[config.mk]
export PLATFORM = sky130hd
export DESIGN_NAME = graphics_row_writer
export DESIGN_NICKNAME = d
export VERILOG_FILES = /design/src/rtl/graphics_row_writer.sv
export SDC_FILE = /design/constraint.sdc
export NUM_CORES = 1
export LEC_CHECK = 0
export CAP_MARGIN = 5
export CELL_PAD_IN_SITES_DETAIL_PLACEMENT = 0
export CELL_PAD_IN_SITES_GLOBAL_PLACEMENT = 2
export CORE_ASPECT_RATIO = 0.8
export CORE_MARGIN = 2
export CORE_UTILIZATION = 36
export CTS_BUF_LIST = sky130_fd_sc_hd__clkbuf_16
export DETAILED_ROUTE_END_ITERATION = 8
export PLACE_DENSITY_LB_ADDON = 0.1
export SLEW_MARGIN = 20
export SYNTH_ARGS = -nofsm -noshare
export SYNTH_HDL_FRONTEND = slang
export SYNTH_SLANG_ARGS = --single-unit
export TNS_END_PERCENT = 5
[constraint.sdc]
create_clock -name pixel_clk -period 4.35 [get_ports pixel_clk]
set_input_delay 1.0875 -clock pixel_clk [delete_from_list [all_inputs] [get_ports pixel_clk]]
set_output_delay 1.0875 -clock pixel_clk [all_outputs]
set_load 0.05 [all_outputs]
[src/rtl/graphics_row_writer.sv]
// Packs a valid/ready byte stream MSB-first into 240-bit rows and writes each row
// at base+row of the selected 1-bpp overlay graphic in the row memory.
module graphics_row_writer #(
    parameter int ROW_BITS = 240,
    parameter int ADDR_W   = 9
) (
    input  logic                pixel_clk,
    input  logic                reset_n,
    input  logic                start,
    input  logic [1:0]          graphic,
    input  logic                abort,
    input  logic [7:0]          byte_in,
    input  logic                byte_valid,
    output logic                byte_ready,
    output logic                wr_en,
    output logic [ADDR_W-1:0]   wr_addr,
    output logic [ROW_BITS-1:0] wr_data,
    output logic                busy,
    output logic                done,
    output logic                error
);

    localparam int BYTES_ROW = ROW_BITS / 8;

    typedef enum logic [1:0] {IDLE, LOAD, WRITE, DONE} state_t;

    state_t                state, state_next;
    logic [ADDR_W-1:0]     base;
    logic [7:0]            height;
    logic [7:0]            row;
    logic [4:0]            byte_cnt;
    // Holds the first BYTES_ROW-1 bytes; the final byte goes straight into wr_data.
    logic [ROW_BITS-9:0]   shreg;
    logic                  handshake;
    logic                  last_byte;
    logic                  last_row;
    logic                  start_ok;

    function automatic logic [ADDR_W-1:0] tbl_base(input logic [1:0] g);
        case (g)
            2'd0:    tbl_base = ADDR_W'(0);
            2'd1:    tbl_base = ADDR_W'(144);
            2'd2:    tbl_base = ADDR_W'(192);
            default: tbl_base = ADDR_W'(232);
        endcase
    endfunction

    function automatic logic [7:0] tbl_height(input logic [1:0] g);
        case (g)
            2'd0:    tbl_height = 8'd144;
            2'd1:    tbl_height = 8'd44;
            2'd2:    tbl_height = 8'd38;
            default: tbl_height = 8'd91;
        endcase
    endfunction

    assign last_byte = (byte_cnt == 5'(BYTES_ROW - 1));
    assign last_row  = (row == height - 8'd1);
    assign start_ok  = start & ~abort;
    assign busy      = (state != IDLE);

    always_ff @(posedge pixel_clk or negedge reset_n) begin
        if (!reset_n) state <= IDLE;
        else          state <= state_next;
    end

    // Abort takes priority everywhere outside IDLE and suppresses wr_en/done.
    always_comb begin
        state_next = state;
        byte_ready = 1'b0;
        wr_en      = 1'b0;
        done       = 1'b0;
        handshake  = 1'b0;
        case (state)
            IDLE: begin
                if (start_ok) state_next = LOAD;
            end
            LOAD: begin
                byte_ready = 1'b1;
                handshake  = byte_valid;
                if (abort)                       state_next = IDLE;
                else if (byte_valid && last_byte) state_next = WRITE;
            end
            WRITE: begin
                if (abort) begin
                    state_next = IDLE;
                end else begin
                    wr_en      = 1'b1;
                    state_next = last_row ? DONE : LOAD;
                end
            end
            DONE: begin
                done       = ~abort;
                state_next = IDLE;
            end
            default: state_next = IDLE;
        endcase
    end

    always_ff @(posedge pixel_clk or negedge reset_n) begin
        if (!reset_n) begin
            base     <= '0;
            height   <= '0;
            row      <= '0;
            byte_cnt <= '0;
            shreg    <= '0;
            wr_addr  <= '0;
            wr_data  <= '0;
            error    <= 1'b0;
        end else begin
            case (state)
                IDLE: begin
                    if (start_ok) begin
                        base     <= tbl_base(graphic);
                        height   <= tbl_height(graphic);
                        row      <= '0;
                        byte_cnt <= '0;
                        error    <= 1'b0;
                    end
                end
                LOAD: begin
                    if (abort) begin
                        error <= 1'b1;
                    end else if (handshake) begin
                        shreg    <= {shreg[ROW_BITS-17:0], byte_in};
                        byte_cnt <= byte_cnt + 5'd1;
                        if (last_byte) begin
                            wr_data <= {shreg, byte_in};
                            wr_addr <= base + ADDR_W'(row);
                        end
                    end
                end
                WRITE: begin
                    if (abort) begin
                        error <= 1'b1;
                    end else begin
                        byte_cnt <= '0;
                        if (!last_row) row <= row + 8'd1;
                    end
                end
                DONE: begin
                    if (abort) error <= 1'b1;
                end
                default: ;
            endcase
        end
    end

endmodule

==> results of run 1 <==
[path summary, 6_finish.rpt]
check | end | slack, ns | startpoint
min in group pixel_clk | wr_data[200] | 0.47 | wr_data[200]
max in group asynchronous | wr_data[147] | 2.89 | reset_n
max | done | 0.82 | abort
max reg2reg | row[0] | 1.76 | height[6]
min reg2reg | wr_data[200] | 0.47 | wr_data[200]
min | wr_data[209] | 0.46 | reset_n
[layout by cell type (no fill, tap or decap), types with 4 or more instances in the layout]
cell	n
nor2_1	27
buf_4	16
ha_1	14
nand2b_1	4
o21ai_0	15
clkinv_2	9
inv_1	25
nand2_1	1452
clkdlybuf4s50_1	266
xor2_1	10
clkbuf_16	55
dfrtp_1	505
xnor2_1	6
buf_12	14
a21oi_1	8
clkinv_1	12
[where the power goes]
group          switching, mW  internal (mW)
clock                   1.86           2.44
sequential             0.158           4.86
combinational          0.308          0.154
[worst max-delay path, cell delays in order]
cell	delay, ns
clkdlybuf4s50_1	0.42
nor2_1	0.12
clkdlybuf4s50_1	0.82
[cell families (layout without fill, tap and decap cells)]
group           after synthesis  in the layout  synth area share
compound gates               39             39           0.01335
xor+xnor                     16             16          0.007185
fa+ha+maj                    15             15           0.01001
buf+inv                     126            403           0.02528
flops                       505            505            0.6480
mux                           3              3          0.001668
other cells                   0              1                 0
simple gates               1508           1508            0.2945
[stage by stage]
stage               setup WS, ns  total power [mW]  instances  utilization  hold WS [ns]
finish                    0.8184             9.775       3192       0.4590        0.4617
global route              0.7067             10.22       3192       0.4590        0.4897
CTS                       0.7970             9.942       3191       0.4590        0.4678
detailed placement        0.8100             5.574       3100       0.4289        0.4566
global placement          0.7748             5.560       3100       0.4289        0.4484
floorplan                  1.330             5.310       2212            -        0.4386
[layer usage]
layer	share of wire	wire length, um	global-route usage	up-vias
li1	-	-	-	7197
met1	0.48	24750	0.2629	7124
met2	0.45	23020	0.2826	233
met3	0.043	2210	0.03556	69
met4	0.021	1050	0.05310	0
met5	0	0	0	-
[flip-flops by register name, indices dropped and copies added, names as in the netlist]
signal,cells
error,1
row,8
height,6
wr_addr,9
shreg,232
wr_data,240
state,2
base,2
byte_cnt,5
[final cells by class]
cell class / count / share of cell area
diodes: 1 / 0.0001015
clock buffers: 55 / 0.05581
clock inverters: 36 / 0.009640
inverters: 15 / 0.002283
multi-input cells: 1581 / 0.2593
flip-flops and latches: 505 / 0.5124
well taps: 702 / 0.03562
repair buffers: 297 / 0.1248
==> results by group, run 1 <==
Synthesis
  – Predominant post-synthesis flop cell: dfrtp_1
  – Sequential-to-total area share from yosys stat: 0.6480
  – FFs w/ async S/R, synth: 1.000
  – Top-area cell type share of the netlist area: 0.6480
  – Top cell type by total area after synthesis: dfrtp_1
  – Mean Syn Cell Area: 8.817 um2
  – Post-Syn Area: 19,500 um2
  – #FFs+latches synth: roughly 500
  – Post-synth EDFFs: 0
  – Yosys cell types: 46
  – Post-synth top cells: nand2_1, dfrtp_1, clkbuf_1, nor2_1
  – Net count after synthesis: around 2,200
  – Ranking of synthesized cells by area: dfrtp_1, nand2_1, clkbuf_1
  – Most common cell in the synthesized netlist: nand2_1
  – Yosys warning total: 0
  – Syn Inst Count: 2,212

Power and ir drop
  – Power per cell area: just under 400 nW/um2
  – Largest vdd supply drop: 0.0002557 V
  – Leakage power: about 13 nW

Finish
  – Fraction of layout cells with a size suffix above 1: 0.04460
  – Area occupied by multi-input gates: 6395 um2
  – Fillers: roughly 5,300
  – Nets@finish: 2,483
  – Area grow syn2layout: 26.45%
  – Post-route cell area: about 25,000 um2
  – Register area: roughly 13,000 um2

Clock tree
  – CTS resizes: 0
  – Clk slew on worst S/H paths: ~0.060 ns
  – H-tree level count: 2
  – CTS tree: yes
  – Clock latency on the worst-skew pair: around 0.60 ns
  – CTS Buf Count: 53
  – Clk root buf: clkbuf_16
  – CTS Sinks: about 510
  – Max clock buf depth: 3
  – Setup repair bufs after CTS: 0
  – Hold-fix buffers, CTS: 0

GRT
  – Largest net degree at the start of global routing: ~120
  – Number of global-route vias before repair: between 10,000 and 15,000
  – Initial antenna violation count: 1
  – GR Util All Layers: 0.1832
  – First-pass GRT wire length: roughly 80 mm
  – GRT overflow: 0

Placed design
  – PortBufs: roughly 270
  – Post-DP HPWL: ~32 mm
  – Final RePlAce weighted congestion: 0.7668
  – Cell Area, Placed: about 23,000 um2

Die
  – Initial core utilization: 0.3630
  – DIE HEIGHT: 212.2 um
  – Die area: 56,060 um2
  – Core ar.: about 54,000 um2
  – # IOs: 269
  – Row count: between 70 and 80
  – Die X: about 260 um

Critical path
  – Reg2Reg Depth: 8
  – Crit path max fanout: 2
  – WP data arrival: roughly 2.4 ns
  – CP endpoint kind: primary output
  – Startpoint types: input port
  – Worst path required time: about 3.3 ns
  – Kind of critical path: in -> out

STA
  – # setup viols final: 0
  – Actual slew at the worst max-slew pin: between 0.8 and 0.9 ns
  – Max Freq: 0.2832 GHz
  – Min Tclk post-route: ~3.5 ns
  – Period utilization: 0.8119
  – Final Hold Fails: 0
  – Rel. slew slack: 0.4001
  – Clk_skew: roughly 0.015 ns
  – Unrepaired setup endpoints after global routing: no
  – TNS Setup: 0 ns
  – Pins Over Slew Limit: 0

Flow run
  – Max cap viols: 0

Route
  – ANT nets after route: 0
  – DRC errors left: 0
  – Pre-Repair DR Iteration Count: 4
  – Vias per cell: ~4.6
  – Post-Route WL: about 51 mm
  – Vias: 14,620
  – DR iter-0 viols: 938
  – Wire per inst: between 15 and 20 um

Run status
  – Status: completed

Worst hold path
  – Hold WC Path Type: in -> async
Power figures use the tool's default switching activity.
==> inputs of run 2 (changes only) <==
- CORE_UTILIZATION: 36 -> 30
- clock period: 4.35 -> 3.1 ns (I/O delays scaled with it)
==> results by group, run 2 (same netlist as run 1, synthesis figures left out) <==
Run status
  – Status: completed

Critical path
  – Worst path required time: about 2.3 ns
  – Buf/Inv on CP: 2
  – Worst setup path endpoint: busy
  – CP max stage delay: approximately 0.88 ns
  – CP max stage cell: clkdlybuf4s50_1
  – Startpoint types: register
  – Worst r2r src: height[6]
  – Worst R2R Setup Slack: roughly 0.44 ns
  – Worst Setup SP: state[1]
  – Top delay family on crit path: buffers and inverters
  – Crit path max fanout: 6
  – Kind of critical path: reg -> out
  – R2R Path End: row[1]
  – WP depth: 3
  – CP endpoint kind: primary output
  – CP cell instances: nor2_1 > inv_1 > clkdlybuf4s50_1
  – Reg2Reg Depth: 8
  – WP data arrival: between 2 and 2.5 ns

STA
  – Min Tclk post-route: about 2.9 ns
  – Slack of the critical path: approximately 0.20 ns
  – # setup viols final: 0
  – Actual slew at the worst max-slew pin: just under 0.9 ns
  – Unrepaired setup endpoints after global routing: no
  – Max Freq: 0.3453 GHz
  – Pins Over Slew Limit: 0
  – Rel. slew slack: 0.4236
  – Final Hold Fails: 0
  – Period utilization: 0.9343
  – Clk_skew: between 0.015 and 0.02 ns
  – TNS Setup: 0 ns

Finish
  – Largest reg by FF count: wr_data
  – ANT cells: 0
  – Nets@finish: between 2,000 and 3,000
  – Commonest non-fill, non-tap cell in the layout: nand2_1
  – Top flop regs: wr_data (240), shreg (232), wr_addr (9)
  – Final Util: 0.3914
  – Area grow syn2layout: 29.00%
  – Max reg flops: 240
  – Fraction of layout cells with a size suffix above 1: 0.05244
  – Commonest non-fill, non-tap cells in the layout: nand2_1, dfrtp_1, clkdlybuf4s50_1

GRT
  – Number of global-route vias before repair: 15,140
  – First-pass GRT wire length: between 80 and 90 mm
  – GR Util All Layers: 0.1626
  – Initial antenna violation count: 0
  – GRT overflow: 0
  – Largest net degree at the start of global routing: 146

Placed design
  – Post-DP HPWL: 34.82 mm
  – Final RePlAce weighted congestion: 0.7412
  – DP Worst Slack: 0.1926 ns
  – PortBufs: between 200 and 300

Route
  – Pre-Repair DR Iteration Count: 5
  – DR iter-0 viols: roughly 800
  – DRC errors left: 0
  – Vias per cell: roughly 4.4
  – ANT nets after route: 0
  – Wire per inst: 15.96 um
  – Post-Route WL: 53.74 mm
  – Vias: 14,650

Flow run
  – Max cap viols: 0

Clock tree
  – Clock latency on the worst-skew pair: ~0.60 ns
  – Setup repair bufs after CTS: 0
  – CTS resizes: 0
  – Max clock buf depth: 3
  – Clk slew on worst S/H paths: 0.06 ns
  – Hold-fix buffers, CTS: 0
  – CTS Buf Count: 55
  – CTS Sinks: around 500
  – H-tree level count: 2
  – Clk root buf: clkbuf_16
  – CTS tree: yes

Die
  – Core ar.: 64,280 um2
  – Initial core utilization: 0.3034
  – Row count: 83
  – Die X: just under 300 um
  – DIE HEIGHT: around 230 um
  – Die area: about 67,000 um2
  – # IOs: approximately 270

Power and ir drop
  – Leakage power: about 14 nW
  – Power per cell area: between 500 and 600 nW/um2
  – Largest vdd supply drop: 0.0003404 V

Worst hold path
  – Hold WC Path Type: in -> async
## run 2: worst min path at each step
stage / cells past startpoint / to / start / slack (ns)
floorplan: 2 / wr_data[232] / shreg[224] / 0.44
global placement: 2 / wr_data[235] / shreg[227] / 0.45
detailed placement: 2 / wr_data[58] / wr_data[58] / 0.46
CTS: 1 / wr_data[201] / reset_n / 0.11
global route: 1 / wr_data[201] / reset_n / 0.13
finish: 1 / wr_data[201] / reset_n / 0.11
## run 2: worst register-to-register path, cell delays in order (launching register included)
cell and delay [ns]:
dfrtp_1 0.54, inv_1 0.11, ha_1 0.26, nand2b_1 0.17, o211a_1 0.14, o31ai_1 0.53
and3_1 0.41, nor2_1 0.12, mux2_2 0.29
## run 2: metal layers
metal  vias up  GRT usage  routed length (um)
li1       7265          -                   -
met1      7113     0.2304               25740
met2       208     0.2546               24690
met3        68    0.03350                2308
met4         0    0.03963                 993
met5         -          0                   0
## run 2: cell type report
class	count	area [um2]
Clock inverter	38	201.4
Sequential cell	505	12640
Clock buffer	57	1426
Multi-Input combinational cell	1581	6395
Tap cell	850	1064
Inverter	15	56.30
Fill cell	6498	39130
Timing Repair Buffer	321	3378
## run 2: where the power goes
group          switching [mW]  total, mW  internal [mW]
combinational           0.447      0.673          0.227
clock                    2.65       6.09           3.44
sequential              0.218       7.04           6.82
## run 2: metrics by stage
stage / hold slack, ns / cells / instance area [um2] / power (mW)
after floorplan: 0.4386 / 2212 / 19500 / 7.451
after global placement: 0.4482 / 3272 / 23530 / 7.835
after detailed placement: 0.4621 / 3272 / 23530 / 7.845
after CTS: 0.1140 / 3367 / 25160 / 14.07
after global routing: 0.1301 / 3367 / 25160 / 14.45
final: 0.1138 / 3367 / 25160 / 13.80
==> inputs of run 3 (changes only) <==
--- a/config.mk
+++ b/config.mk
@@ -20,2 +20 @@
 export SYNTH_SLANG_ARGS = --single-unit
-export TNS_END_PERCENT = 5
==> constraint.sdc (replaced) <==
create_clock -name pixel_clk -period 3.1 [get_ports pixel_clk]
set_input_delay 0.62 -clock pixel_clk [delete_from_list [all_inputs] [get_ports pixel_clk]]
set_output_delay 0.62 -clock pixel_clk [all_outputs]
set_load 0.05 [all_outputs]
==> results by group, run 3 (same netlist as run 1, synthesis figures left out) <==
Critical path
  – Reg2Reg Depth: 8
  – Worst path required time: ~2.5 ns
  – CP endpoint kind: primary output
  – WP data arrival: 2.34 ns
  – CP max stage delay: between 0.8 and 0.9 ns
  – CP cell instances: nand2b_1 > inv_1 > clkdlybuf4s50_1
  – CP max stage cell: clkdlybuf4s50_1
  – Startpoint types: register
  – Crit path max fanout: 6
  – Kind of critical path: reg -> out

Placed design
  – Post-DP HPWL: around 35 mm
  – Final RePlAce weighted congestion: ~0.75
  – PortBufs: around 270
  – Placed Cells: between 3,000 and 4,000

Die
  – Core ar.: between 60,000 and 70,000 um2
  – Die X: slightly below 300 um
  – DIE HEIGHT: approximately 230 um
  – Initial core utilization: 0.3034
  – # IOs: ~270
  – Row count: 83
  – Die area: approximately 67,000 um2

STA
  – Clk_skew: 0.01270 ns
  – Unrepaired setup endpoints after global routing: no
  – Min Tclk post-route: between 2 and 3 ns
  – Period utilization: 0.9562
  – Rel. slew slack: 0.5511
  – Final Hold Fails: 0
  – Actual slew at the worst max-slew pin: slightly below 0.7 ns
  – Max Freq: roughly 0.34 GHz
  – Pins Over Slew Limit: 0
  – # setup viols final: 0
  – TNS Setup: 0 ns

Route
  – DR iter-0 viols: 815
  – Post-Route WL: 54.40 mm
  – Vias: roughly 15,000
  – DRC errors left: 0
  – Vias per cell: 4.377
  – ANT nets after route: 0
  – Wire per inst: roughly 16 um
  – Pre-Repair DR Iteration Count: 5

Power and ir drop
  – Flop pwr share: 0.507
  – Leakage power: approximately 14 nW
  – Largest vdd supply drop: 0.0002995 V
  – Clock network power share: 0.445
  – Comb power frac: 0.048
  – Internal power: ~11 mW
  – NetSw: 3.321 mW
  – Power per cell area: ~550 nW/um2
  – Switching share of total power: 0.2393

Clock tree
  – CTS Sinks: 505
  – CTS Buf Count: 55
  – Clk slew on worst S/H paths: around 0.06 ns
  – Max clock buf depth: 3
  – CTS tree: yes
  – Setup repair bufs after CTS: 0
  – Clock latency on the worst-skew pair: approximately 0.6 ns
  – H-tree level count: 2
  – Clk root buf: clkbuf_16

Finish
  – Largest reg by FF count: wr_data
  – Commonest non-fill, non-tap cells in the layout: nand2_1, dfrtp_1, clkdlybuf4s50_1
  – Max reg flops: 240
  – Area grow syn2layout: 28.60%
  – Commonest non-fill, non-tap cell in the layout: nand2_1
  – Fraction of layout cells with a size suffix above 1: 0.04866
  – Top flop regs: wr_data (240), shreg (232), wr_addr (9)
  – Post-Layout Cell Count: around 3,400
  – Nets@finish: around 2,500
  – ANT cells: 0

Worst hold path
  – Hold WC Path Type: reg -> reg
  – Hold Path Depth: 2

GRT
  – Number of global-route vias before repair: 15,310
  – Largest net degree at the start of global routing: about 140
  – Initial antenna violation count: 0
  – First-pass GRT wire length: 87.37 mm
  – GR Util All Layers: 0.1643
  – GRT overflow: 0

Run status
  – Status: completed

Flow run
  – Max cap viols: 0
[run 3: changes by cell type in the layout (fill, tap and decap cells not counted)]
cell,previous run,this run
clkdlybuf4s50_1,264,265
dlygate4sd3_1,0,1
clkinv_1,16,15
bufinv_16,2,3
buf_12,24,21
buf_4,32,24
inv_1,30,29
[run 3: power by group through the flow]
stage	Sequential, mW	Clock, mW	Combinational [mW]
2_1_floorplan	7.08	0	0.371
3_3_place_gp	7.16	0	0.684
3_5_place_dp	7.15	0	0.695
4_1_cts	7.04	6.44	0.699
5_1_grt	7.07	6.69	0.785
6_report	7.04	6.17	0.671
[run 3: critical path: cells and delay by family (launching register included)]
family / cells / cell delay [ns]
flops: 1 / 0.48
buf+inv: 2 / 1.02
simple gates: 1 / 0.25
[run 3: final cells by class]
class	instances	area (um2)
Fill cell	6558	39200
Clock buffer	57	1426
Timing Repair Buffer	312	3278
Multi-Input combinational cell	1581	6395
Tap cell	850	1064
Clock inverter	37	224.0
Sequential cell	505	12640
Inverter	15	56.30
[run 3: metal layers]
metal | vias up | share of wire | global-route usage
met2 | 212 | 0.46 | 0.2555
met5 | - | 0 | 0
met3 | 85 | 0.040 | 0.03065
met4 | 0 | 0.023 | 0.04607
li1 | 7252 | - | -
met1 | 7143 | 0.48 | 0.2337
[run 3: timing repair]
action	CTS	global route
endpoints found under the hold margin	44	0
hold buffers	1	0
gates resized for setup	0	0
[run 3: path summary, 6_finish.rpt]
check	startpoint	to	slack [ns]
worst max-delay path	state[1]	byte_ready	0.14
worst min-delay path	shreg[230]	wr_data[238]	0.47
worst max register to register	height[6]	row[6]	0.51
worst min register to register	shreg[230]	wr_data[238]	0.47
max in group asynchronous	reset_n	shreg[39]	1.52
min in group asynchronous	reset_n	wr_data[207]	0.56
[run 3: per-stage QoR]
step | power [mW] | cell area, um2 | hold slack, ns | worst slack, ns | util
after detailed placement | 7.850 | 23420 | 0.4577 | 0.3809 | 0.3643
after global routing | 14.55 | 25080 | 0.4939 | 0.05957 | 0.3902
final | 13.88 | 25080 | 0.4711 | 0.1357 | 0.3902
after CTS | 14.18 | 25080 | 0.4737 | 0.1038 | 0.3902
after global placement | 7.840 | 23420 | 0.4539 | 0.4433 | 0.3643
after floorplan | 7.451 | 19500 | 0.3244 | 0.8594 | -
